## src/rtl/gbt_rx_mon_pkg.sv

```systemverilog
// Shared types and field widths for the GBT RX frame monitor.
package gbt_rx_mon_pkg;

   localparam int FRAME_W     = 84;
   localparam int IC_W        = 2;
   localparam int EC_W        = 2;
   localparam int SEQ_FIELD_W = 8;
   localparam int CMD_W       = 8;
   localparam int PAYLOAD_W   = 64;
   localparam int ERR_CNT_W   = 16;
   localparam int FRAME_CNT_W = 32;
   localparam int DROP_CNT_W  = 16;
   localparam int RUN_W       = 16;   // good/bad run counters

   typedef enum logic [1:0] {
      DOWN,
      HUNT,
      CHECK,
      LOCKED
   } t_mon_state;

   // Field layout of the received frame, MSB first: [83:82] IC, [81:80] EC,
   // [79:72] seq, [71:64] cmd, [63:0] payload.
   typedef struct packed {
      logic [IC_W-1:0]        ic;
      logic [EC_W-1:0]        ec;
      logic [SEQ_FIELD_W-1:0] seq;
      logic [CMD_W-1:0]       cmd;
      logic [PAYLOAD_W-1:0]   payload;
   } t_gbt_frame;

endpackage

```

## src/rtl/gbt_sat_counter.sv

```systemverilog
// Saturating up-counter with synchronous clear that wins over enable.
module gbt_sat_counter
   import gbt_rx_mon_pkg::*;
#(
   parameter int W = 16
) (
   input  logic         clk,
   input  logic         reset,
   input  logic         en_i,
   input  logic         clr_i,
   output logic [W-1:0] cnt_o
);

   logic [W-1:0] cnt_q, cnt_d;

   // Next count: clear first, otherwise step unless already at all-ones.
   always_comb begin
      // NOTE: default assigned first so every path drives cnt_d and no latch is inferred.
      cnt_d = cnt_q;
      if (clr_i) begin
         cnt_d = '0;
      end else if (en_i && (cnt_q != {W{1'b1}})) begin
         cnt_d = cnt_q + 1'b1;
      end
   end

   // Count register.
   always_ff @(posedge clk or posedge reset) begin
      // NOTE: non-blocking assignments keep flop updates order-independent.
      if (reset) cnt_q <= '0;
      else       cnt_q <= cnt_d;
   end

   assign cnt_o = cnt_q;

endmodule

```

## src/rtl/gbt_rx_frame_monitor.sv

```systemverilog
// GBT RX frame monitor: checks per-frame sequence numbers, locks with
// hysteresis, forwards good frames and counts sequence errors.
// Optional statistics (frame_cnt_o, drop_cnt_o) when GBT_RX_MONITOR_STATS_EN is defined.
module gbt_rx_frame_monitor
   import gbt_rx_mon_pkg::*;
#(
   parameter int SEQ_W         = SEQ_FIELD_W,   // must not exceed SEQ_FIELD_W
   parameter int LOCK_FRAMES   = 16,
   parameter int UNLOCK_ERRORS = 4
) (
   input  logic                   clk,
   input  logic                   reset,
   input  logic                   link_ready_i,
   input  logic                   rx_ready_i,
   input  logic                   frame_en_i,
   input  logic [FRAME_W-1:0]     frame_i,
   input  logic                   clear_i,
   output logic                   frame_valid_o,
   output logic [CMD_W-1:0]       cmd_o,
   output logic [PAYLOAD_W-1:0]   payload_o,
   output logic                   locked_o,
   output logic                   seq_error_o,
`ifdef GBT_RX_MONITOR_STATS_EN
   output logic [FRAME_CNT_W-1:0] frame_cnt_o,
   output logic [DROP_CNT_W-1:0]  drop_cnt_o,
`endif
   output logic [ERR_CNT_W-1:0]   err_cnt_o
);

   t_gbt_frame           frame;
   logic                 link_up;
   logic [SEQ_W-1:0]     rx_seq;
   logic [SEQ_W-1:0]     rx_seq_next;
   logic [SEQ_W-1:0]     exp_next;
   logic [RUN_W-1:0]     good_inc;
   logic [RUN_W-1:0]     bad_inc;
   logic                 seq_match;
   logic                 unused_fields;

   t_mon_state           state_q, state_d;
   logic [SEQ_W-1:0]     exp_q, exp_d;
   logic [RUN_W-1:0]     good_q, good_d;
   logic [RUN_W-1:0]     bad_q, bad_d;
   logic                 frame_valid_q, frame_valid_d;
   logic                 seq_error_q, seq_error_d;
   logic [CMD_W-1:0]     cmd_q, cmd_d;
   logic [PAYLOAD_W-1:0] payload_q, payload_d;

   assign frame         = t_gbt_frame'(frame_i);
   assign unused_fields = ^{frame.ic, frame.ec};
   assign link_up       = link_ready_i & rx_ready_i;
   assign rx_seq        = frame.seq[SEQ_W-1:0];
   assign rx_seq_next   = rx_seq + 1'b1;     // wraps modulo 2^SEQ_W
   assign exp_next      = exp_q + 1'b1;
   assign seq_match     = (rx_seq == exp_q);
   assign good_inc      = good_q + 1'b1;
   assign bad_inc       = bad_q + 1'b1;

   // Lock FSM next state, run counters and registered frame outputs.
   always_comb begin
      state_d       = state_q;
      exp_d         = exp_q;
      good_d        = good_q;
      bad_d         = bad_q;
      frame_valid_d = 1'b0;
      seq_error_d   = 1'b0;
      cmd_d         = cmd_q;
      payload_d     = payload_q;
      if (!link_up) begin
         // Link loss overrides everything; the frame of this cycle is dropped.
         state_d   = DOWN;
         cmd_d     = '0;
         payload_d = '0;
      end else if (state_q == DOWN) begin
         state_d = HUNT;
      end else if (frame_en_i) begin
         unique case (state_q)
            HUNT: begin
               exp_d   = rx_seq_next;
               good_d  = RUN_W'(1);
               bad_d   = '0;
               state_d = (LOCK_FRAMES == 1) ? LOCKED : CHECK;
            end
            CHECK: begin
               if (seq_match) begin
                  exp_d  = exp_next;
                  good_d = good_inc;
                  if (good_inc >= RUN_W'(LOCK_FRAMES)) begin
                     state_d = LOCKED;
                     bad_d   = '0;
                  end
               end else begin
                  seq_error_d = 1'b1;
                  exp_d       = rx_seq_next;
                  good_d      = RUN_W'(1);
               end
            end
            LOCKED: begin
               if (seq_match) begin
                  exp_d         = exp_next;
                  bad_d         = '0;
                  frame_valid_d = 1'b1;
                  cmd_d         = frame.cmd;
                  payload_d     = frame.payload;
               end else begin
                  // Resync on the received number so one dropped frame costs one error.
                  seq_error_d = 1'b1;
                  exp_d       = rx_seq_next;
                  bad_d       = bad_inc;
                  if (bad_inc >= RUN_W'(UNLOCK_ERRORS)) state_d = HUNT;
               end
            end
            default: state_d = DOWN;
         endcase
      end
   end

   // State and output registers.
   always_ff @(posedge clk or posedge reset) begin
      if (reset) begin
         state_q       <= DOWN;
         exp_q         <= '0;
         good_q        <= '0;
         bad_q         <= '0;
         frame_valid_q <= 1'b0;
         seq_error_q   <= 1'b0;
         cmd_q         <= '0;
         payload_q     <= '0;
      end else begin
         state_q       <= state_d;
         exp_q         <= exp_d;
         good_q        <= good_d;
         bad_q         <= bad_d;
         frame_valid_q <= frame_valid_d;
         seq_error_q   <= seq_error_d;
         cmd_q         <= cmd_d;
         payload_q     <= payload_d;
      end
   end

   gbt_sat_counter #(.W(ERR_CNT_W)) u_err_cnt (
      .clk   (clk),
      .reset (reset),
      .en_i  (seq_error_d),
      .clr_i (clear_i),
      .cnt_o (err_cnt_o)
   );

   assign frame_valid_o = frame_valid_q;
   assign seq_error_o   = seq_error_q;
   assign cmd_o         = cmd_q;
   assign payload_o     = payload_q;
   assign locked_o      = (state_q == LOCKED);

`ifdef GBT_RX_MONITOR_STATS_EN
   logic [FRAME_CNT_W-1:0] frame_cnt_q, frame_cnt_d;
   logic                   lock_lost;

   assign lock_lost = (state_q == LOCKED) && (state_d != LOCKED);

   // Forwarded-frame count: wraps, clear wins.
   always_comb begin
      frame_cnt_d = frame_cnt_q;
      if (clear_i)            frame_cnt_d = '0;
      else if (frame_valid_d) frame_cnt_d = frame_cnt_q + 1'b1;
   end

   // Forwarded-frame count register.
   always_ff @(posedge clk or posedge reset) begin
      if (reset) frame_cnt_q <= '0;
      else       frame_cnt_q <= frame_cnt_d;
   end

   gbt_sat_counter #(.W(DROP_CNT_W)) u_drop_cnt (
      .clk   (clk),
      .reset (reset),
      .en_i  (lock_lost),
      .clr_i (clear_i),
      .cnt_o (drop_cnt_o)
   );

   assign frame_cnt_o = frame_cnt_q;
`endif

endmodule

```

## config.mk

```make
export PLATFORM = sky130hd
export DESIGN_NAME = gbt_rx_frame_monitor
export DESIGN_NICKNAME = d
export VERILOG_FILES = /design/src/rtl/gbt_rx_mon_pkg.sv /design/src/rtl/gbt_sat_counter.sv /design/src/rtl/gbt_rx_frame_monitor.sv
export SDC_FILE = /design/constraint.sdc
export NUM_CORES = 1
export LEC_CHECK = 0
export CORE_AREA = 2 2 125 127
export DETAILED_ROUTE_END_ITERATION = 16
export DIE_AREA = 0 0 127 129
export GPL_TIMING_DRIVEN = 0
export MAX_ROUTING_LAYER = met4
export PLACE_DENSITY = 0.76
export SLEW_MARGIN = 10
export SYNTH_ARGS = -nofsm -noshare
export SYNTH_HDL_FRONTEND = slang
export SYNTH_SLANG_ARGS = --single-unit
```

## constraint.sdc

```tcl
create_clock -name clk -period 4.4 [get_ports clk]
set_clock_uncertainty 0.2 [all_clocks]
set_input_delay 0.88 -clock clk [delete_from_list [all_inputs] [get_ports clk]]
set_output_delay 0.88 -clock clk [all_outputs]
set_load 0.03 [all_outputs]
```

==> flow_metrics.env, run 1 <==
export IMPL_critical_path_endpoint_type="register"
export IMPL_cts_tree="yes"
export IMPL_crit_arrival_ns=3.91
export IMPL_holdCritPathClass="register to register"
export IMPL_critPathBufInv=3
export IMPL_layout_setup_ws_ns=0.641
export IMPL_dr_total_vias=5662
export IMPL_clkTransAtPathRegs_ns=0.06
export IMPL_rsz0062_at_grt="false"
export IMPL_final_util_pct=61.7
export IMPL_worstPathRequired_ns=4.55
export IMPL_synth_cells=613
export IMPL_die_w_um=127
export IMPL_power_leakage_nw=3.95
export IMPL_routed_via_density=5.60
export IMPL_root_buffer="clkbuf_16"
export IMPL_max_slew_margin_rel_pct=32.0
export IMPL_gp_congestion=0.873
export IMPL_die_y_um=129
export IMPL_dr_pass1_iters=5
export IMPL_avgSynthCellArea_um2=10.7
export IMPL_timing_hold_violations_final=0
export IMPL_final_area_mm2=0.00924
export IMPL_cp_start_kind="input port"
export IMPL_finalWirelength_um=18100
export IMPL_reg2reg_from="good_q[0]"
export IMPL_diodes=0
export IMPL_synth_edf_count=0
export IMPL_place_ws_ns=0.215
export IMPL_num_io_pins=181
export IMPL_cts_sinks=132
export IMPL_grt_pass1_wl_um=29400
export IMPL_layout_drive_gt1_share_pct=8.99
export IMPL_ys_seq_area_share_pct=50.5
export IMPL_num_nets_final=911
export IMPL_cts_setup_buffers=0
export IMPL_initial_core_util_pct=43.6
export IMPL_wl_per_cell_um=17.9
export IMPL_min_period_ns=3.76
export IMPL_fmax_ghz=0.266
export IMPL_antenna_found_initial=0
export IMPL_cts_resized=0
export IMPL_grt_ovfl_total=0
export IMPL_area_growth_pct=41.5
export IMPL_yosys_top_cells_area="dfrtp_1, a22o_1, o21ai_0, nor2_1, nand2_1"
export IMPL_worstMarginPinSlew_ns=1.01
export IMPL_ant_nets=0
export IMPL_hold_ws_ns=0.298
export IMPL_ff2ff_path_depth=11
export IMPL_r2r_slack_ns=1.16
export IMPL_clk_latency_ns=0.43
export IMPL_min_from="payload_o[63]"
export IMPL_setup_violations=0
export IMPL_ys_types=62
export IMPL_place_hpwl_um=13100
export IMPL_whs_endpoint="payload_o[63]"
export IMPL_powerDensity_mw_per_mm2=332
export IMPL_grt_max_degree=37
export IMPL_drc_errors=0
export IMPL_cp_slowest_cell="nor3_2"
export IMPL_finalSetupTns_ns=0
export IMPL_synth_top_area_share_pct=50.5
export IMPL_syn_area_mm2=0.00654
export IMPL_io_buffer_count=175
export IMPL_path_cells="clkdlybuf4s50_1 > xor2_1 > nor4_1 > nand2_1 > clkbuf_1 > nor3_2 > clkbuf_1 > a22o_1"
export IMPL_crit_fanout=10
export IMPL_fill_cells=1190
export IMPL_synth_seq_cells=132
export IMPL_drt_iter0_drc=395
export IMPL_holdBufCountCts=0
export IMPL_finalMaxSlewViolations=0
export IMPL_critPathTopFamily="buffers and inverters"
export IMPL_status="complete, no violations"
export IMPL_crit_top_cell="clkbuf_1"
export IMPL_grt_pass1_vias=5880
export IMPL_die_area_mm2=0.0164
export IMPL_path_class="input port to register"
export IMPL_synth_nets=713
export IMPL_place_area_mm2=0.00861
export IMPL_critPathMaxStageDelay_ns=0.89
export IMPL_worstHoldPathCells=1
export IMPL_track_usage_pct=23.2
export IMPL_cts_htree_levels=4
export IMPL_irDropWorstVdd_uv=310
export IMPL_core_mm2=0.0150
export IMPL_drv_cap=0
export IMPL_cts_buffers=17
export IMPL_r2r_end="bad_q[9]"
export IMPL_synth_largest_area_cell="dfrtp_1"
export IMPL_fp_row_count=45
export IMPL_clock_path_buffers=2
export IMPL_yosys_most_used_dff="dfrtp_1"
export IMPL_min_period_over_period_pct=85.4
export IMPL_async_flop_share_pct=100
export IMPL_yosys_warnings=0
[layout make-up]
type,count,area [µm²],area share [%]
sequential,132,3300,35.7
multi-input combinational,427,3000,32.4
timing repair buffer,179,1830,19.8
clock buffer,18,439,4.75
tap,188,235,2.54
clock inverter,13,199,2.15
buffer,38,175,1.89
inverter,16,63.8,0.690
[state kept, by name, indices dropped and copies added, names as in the netlist]
name,count
good_q,16
cmd_o,8
frame_valid_o,1
seq_error_o,1
state_q,2
exp_q,8
u_err_cnt.cnt_o,16
bad_q,16
payload_o,64
[logic make-up (layout without fill, tap and decap cells)]
family                   after synthesis  after routing  share of synthesized area, %
AO/OA/AOI/OAI                        188            188                          22.9
multiplexers                           8              8                          1.24
adder cells (fa/ha/maj)               10             10                          1.91
flip-flops                           132            132                          50.5
AND/OR/NAND/NOR                      193            193                          16.0
XOR/XNOR                              28             28                          3.75
buffers and inverters                 54            264                          3.60
[report_power, final]
group	internal (W)	leakage, nW	total (W)	switching, W
Sequential	0.00125	1.82	0.00129	0.0000409
Clock	0.000973	0.311	0.00154	0.000571
Combinational	0.000126	1.81	0.000241	0.000115
[worst register-to-register path, stage by stage, from the launching register on]
cell and delay (ns):
dfrtp_1 0.40, ha_1 0.29, nand3_1 0.21, nor3_1 0.33, mux2i_1 0.31, nand4_1 0.13
or4b_4 0.53, nand3_4 0.16, or2_1 0.14, buf_6 0.15, buf_12 0.18, o31ai_4 0.08
[cell usage after synthesis, drive strengths merged (3+ instances only)]
| cell | instances |
|---|---|
| ha | 10 |
| buf | 9 |
| and3 | 14 |
| o41ai | 8 |
| or3 | 10 |
| nor3 | 10 |
| nor4 | 11 |
| o22ai | 4 |
| nand2 | 44 |
| inv | 16 |
| dfrtp | 132 |
| a22o | 76 |
| nand4 | 12 |
| a31oi | 3 |
| and2 | 4 |
| xor2 | 18 |
| o31ai | 20 |
| o21ai | 47 |
| nand3 | 26 |
| or2 | 3 |
| xnor2 | 10 |
| a21oi | 21 |
| clkbuf | 29 |
| mux2i | 7 |
| nand2b | 4 |
| nor2 | 48 |
[layer usage]
metal	track usage, %	vias to the layer above	share of wire [%]	wire (µm)
met5	-	-	0	0
met4	7.63	0	1.7	312
met3	6.24	25	5.8	1060
met2	38.8	183	50	9080
met1	27.2	2786	42	7620
li1	-	2668	-	-
[per-stage QoR]
stage	power [W]	instances
floorplan	0.00142	613
global placement	0.00153	976
detailed placement	0.00155	980
CTS	0.00309	1011
global route	0.00318	1011
finish	0.00307	1011
[layout by cell type (no fill, tap or decap), drive strengths merged, types with 19 or more instances in the layout]
master and instances:
inv 19, nand2 44, nand3 26, o31ai 20, o21ai 47, clkdlybuf4s50 175, a22o 76, dfrtp 132
clkbuf 47, nor2 48, a21oi 21
[worst max-delay path by stage]
stage | from | to | slack [ns] | cells past startpoint
6_report | frame_i[76] | payload_o[21] | 0.64 | 8
5_1_grt | frame_i[76] | payload_o[18] | 0.52 | 9
4_1_cts | frame_i[76] | payload_o[21] | 0.62 | 8
3_5_place_dp | frame_i[76] | payload_o[18] | 0.22 | 8
3_3_place_gp | frame_i[76] | payload_o[24] | 0.24 | 8
2_1_floorplan | good_q[0] | bad_q[10] | 1.59 | 11
(Power assumes the default switching activity.)
==> inputs of run 2 (changes only) <==
--- a/config.mk
+++ b/config.mk
@@ -5,12 +5,12 @@
 export SDC_FILE = /design/constraint.sdc
 export NUM_CORES = 1
 export LEC_CHECK = 0
-export CORE_AREA = 2 2 125 127
+export CORE_AREA = 2 2 124 126
 export DETAILED_ROUTE_END_ITERATION = 16
-export DIE_AREA = 0 0 127 129
+export DIE_AREA = 0 0 126 128
 export GPL_TIMING_DRIVEN = 0
 export MAX_ROUTING_LAYER = met4
-export PLACE_DENSITY = 0.76
+export PLACE_DENSITY = 0.75
 export SLEW_MARGIN = 10
 export SYNTH_ARGS = -nofsm -noshare
 export SYNTH_HDL_FRONTEND = slang
==> constraint.sdc (replaced) <==
create_clock -name clk -period 3.9 [get_ports clk]
set_clock_uncertainty 0.2 [all_clocks]
set_input_delay 0.78 -clock clk [delete_from_list [all_inputs] [get_ports clk]]
set_output_delay 0.78 -clock clk [all_outputs]
set_load 0.03 [all_outputs]
==> run 2 against run 1 <==
  * Setup slack got worse by 0.35 ns
  * Flip-flop and latch count unchanged
  * Total power increased by 5.8%
  * Sequential power increased by 12%
  * Sequential share of layout area increased by 0.24 points
  * First-iteration DRC count increased by 2.5%
  * Final cell count about the same
  * Design area decreased by 0.68%
  * Largest cell class unchanged
==> flow_metrics.env, run 2 (synthesis results as in run 1) <==
export IMPL_clock_path_buffers=2
export IMPL_num_nets_final=911
export IMPL_core_mm2=0.0149
export IMPL_fin_cells=1012
export IMPL_cts_setup_buffers=0
export IMPL_worstPathRequired_ns=4.05
export IMPL_drv_cap=0
export IMPL_cp_slowest_cell="a21oi_1"
export IMPL_num_io_pins=181
export IMPL_fp_row_count=45
export IMPL_grt_pass1_vias=5943
export IMPL_holdCritPathClass="register to register"
export IMPL_irDropWorstVdd_uv=321
export IMPL_clk_latency_ns=0.42
export IMPL_initial_core_util_pct=44.0
export IMPL_grt_ovfl_total=0
export IMPL_ff2ff_path_depth=11
export IMPL_cts_htree_levels=4
export IMPL_cts_buffers=17
export IMPL_holdBufCountCts=0
export IMPL_hold_ws_ns=0.303
export IMPL_status="complete, no violations"
export IMPL_place_inst=980
export IMPL_crit_arrival_ns=3.77
export IMPL_cts_tree="yes"
export IMPL_fmax_ghz=0.277
export IMPL_io_buffer_count=175
export IMPL_worstHoldPathCells=1
export IMPL_cp_start_kind="input port"
export IMPL_critPathBufInv=3
export IMPL_die_w_um=126
export IMPL_powerDensity_mw_per_mm2=354
export IMPL_diodes=0
export IMPL_path_class="input port to register"
export IMPL_max_slew_margin_rel_pct=32.3
export IMPL_min_from="payload_o[44]"
export IMPL_finalWirelength_um=17600
export IMPL_crit_top_cell="clkbuf_1"
export IMPL_dr_pass1_iters=5
export IMPL_place_hpwl_um=12900
export IMPL_drc_errors=0
export IMPL_crit_path_start="frame_i[77]"
export IMPL_drt_iter0_drc=405
export IMPL_track_usage_pct=23.1
export IMPL_finalSetupTns_ns=0
export IMPL_setup_violations=0
export IMPL_antenna_found_initial=0
export IMPL_crit_fanout=10
export IMPL_mostFrequentLayoutCell="clkdlybuf4s50_1"
export IMPL_routed_via_density=5.66
export IMPL_rsz0062_at_grt="false"
export IMPL_timing_hold_violations_final=0
export IMPL_area_growth_pct=40.5
export IMPL_power_leakage_nw=3.91
export IMPL_die_y_um=128
export IMPL_dr_total_vias=5728
export IMPL_ant_nets=0
export IMPL_final_cell_mix="clkdlybuf4s50_1, dfrtp_1, a22o_1"
export IMPL_wl_per_cell_um=17.4
export IMPL_largest_reg_flops=64
export IMPL_worstMarginPinSlew_ns=1.01
export IMPL_cts_resized=0
export IMPL_grt_pass1_wl_um=29000
export IMPL_final_util_pct=61.8
export IMPL_root_buffer="clkbuf_16"
export IMPL_die_area_mm2=0.0161
export IMPL_critical_path_endpoint_type="register"
export IMPL_min_period_over_period_pct=92.6
export IMPL_gp_congestion=0.848
export IMPL_worstSetupPathDepth=9
export IMPL_critPathMaxStageDelay_ns=0.82
export IMPL_min_period_ns=3.61
export IMPL_path_cells="clkdlybuf4s50_1 > xor2_1 > nor4_1 > nand2_1 > clkbuf_1 > nor2_1 > a21oi_1 > clkbuf_1 > a22o_1"
export IMPL_finalMaxSlewViolations=0
export IMPL_critPathTopFamily="buffers and inverters"
export IMPL_cts_sinks=132
export IMPL_clkTransAtPathRegs_ns=0.06
export IMPL_layout_drive_gt1_share_pct=9.10
export IMPL_r2r_slack_ns=0.70
export IMPL_grt_max_degree=34
export IMPL_reg2reg_from="good_q[1]"
[run 2: cell count changes in the layout (fill, tap and decap cells not counted)]
cell,change
inv_6,+2
buf_16,+1
clkinv_2,+2
inv_8,-2
bufinv_16,-3
buf_12,-1
clkinvlp_4,+2
[run 2: final cells by class]
cell class / count / area, µm²
clock inverter: 14 / 129
tap: 188 / 235
timing repair buffer: 179 / 1840
sequential: 132 / 3300
clock buffer: 18 / 439
inverter: 16 / 63.8
multi-input combinational: 427 / 3000
buffer: 38 / 175
fill: 1217 / 5680
[run 2: final timing paths]
check | endpoint
max in group asynchronous | u_err_cnt.cnt_o[9]
max | payload_o[17]
min in group asynchronous | frame_valid_o
min reg2reg | payload_o[44]
max reg2reg | bad_q[9]
min | payload_o[44]
[run 2: metal layers]
metal,wire [µm],vias up,GRT usage [%]
li1,-,2672,-
met1,7270,2822,27.6
met2,8900,205,38.7
met3,1060,29,5.43
met4,347,0,8.34
met5,0,-,-
[run 2: report_power, final]
group | leakage (nW) | switching, W | internal, W
combinational | 1.81 | 0.000127 | 0.000143
clock | 0.273 | 0.000631 | 0.000899
sequential | 1.82 | 0.0000451 | 0.00141
total | 3.91 | 0.000803 | 0.00245
[run 2: worst register-to-register path, delay by kind of cell (launching register included)]
kind	cells	cell delay, ns
AO/OA/AOI/OAI	1	0.08
adder cells (fa/ha/maj)	1	0.29
buffers and inverters	2	0.32
flip-flops	1	0.40
multiplexers	1	0.28
AND/OR/NAND/NOR	6	1.50
[run 2: per-stage QoR]
step | power [W] | worst slack [ns] | cell area [µm²]
floorplan | 0.00160 | 1.09 | 6540
global placement | 0.00173 | -0.0830 | 8530
detailed placement | 0.00175 | -0.0961 | 8610
CTS | 0.00329 | 0.332 | 9180
global route | 0.00338 | 0.127 | 9180
finish | 0.00325 | 0.289 | 9180
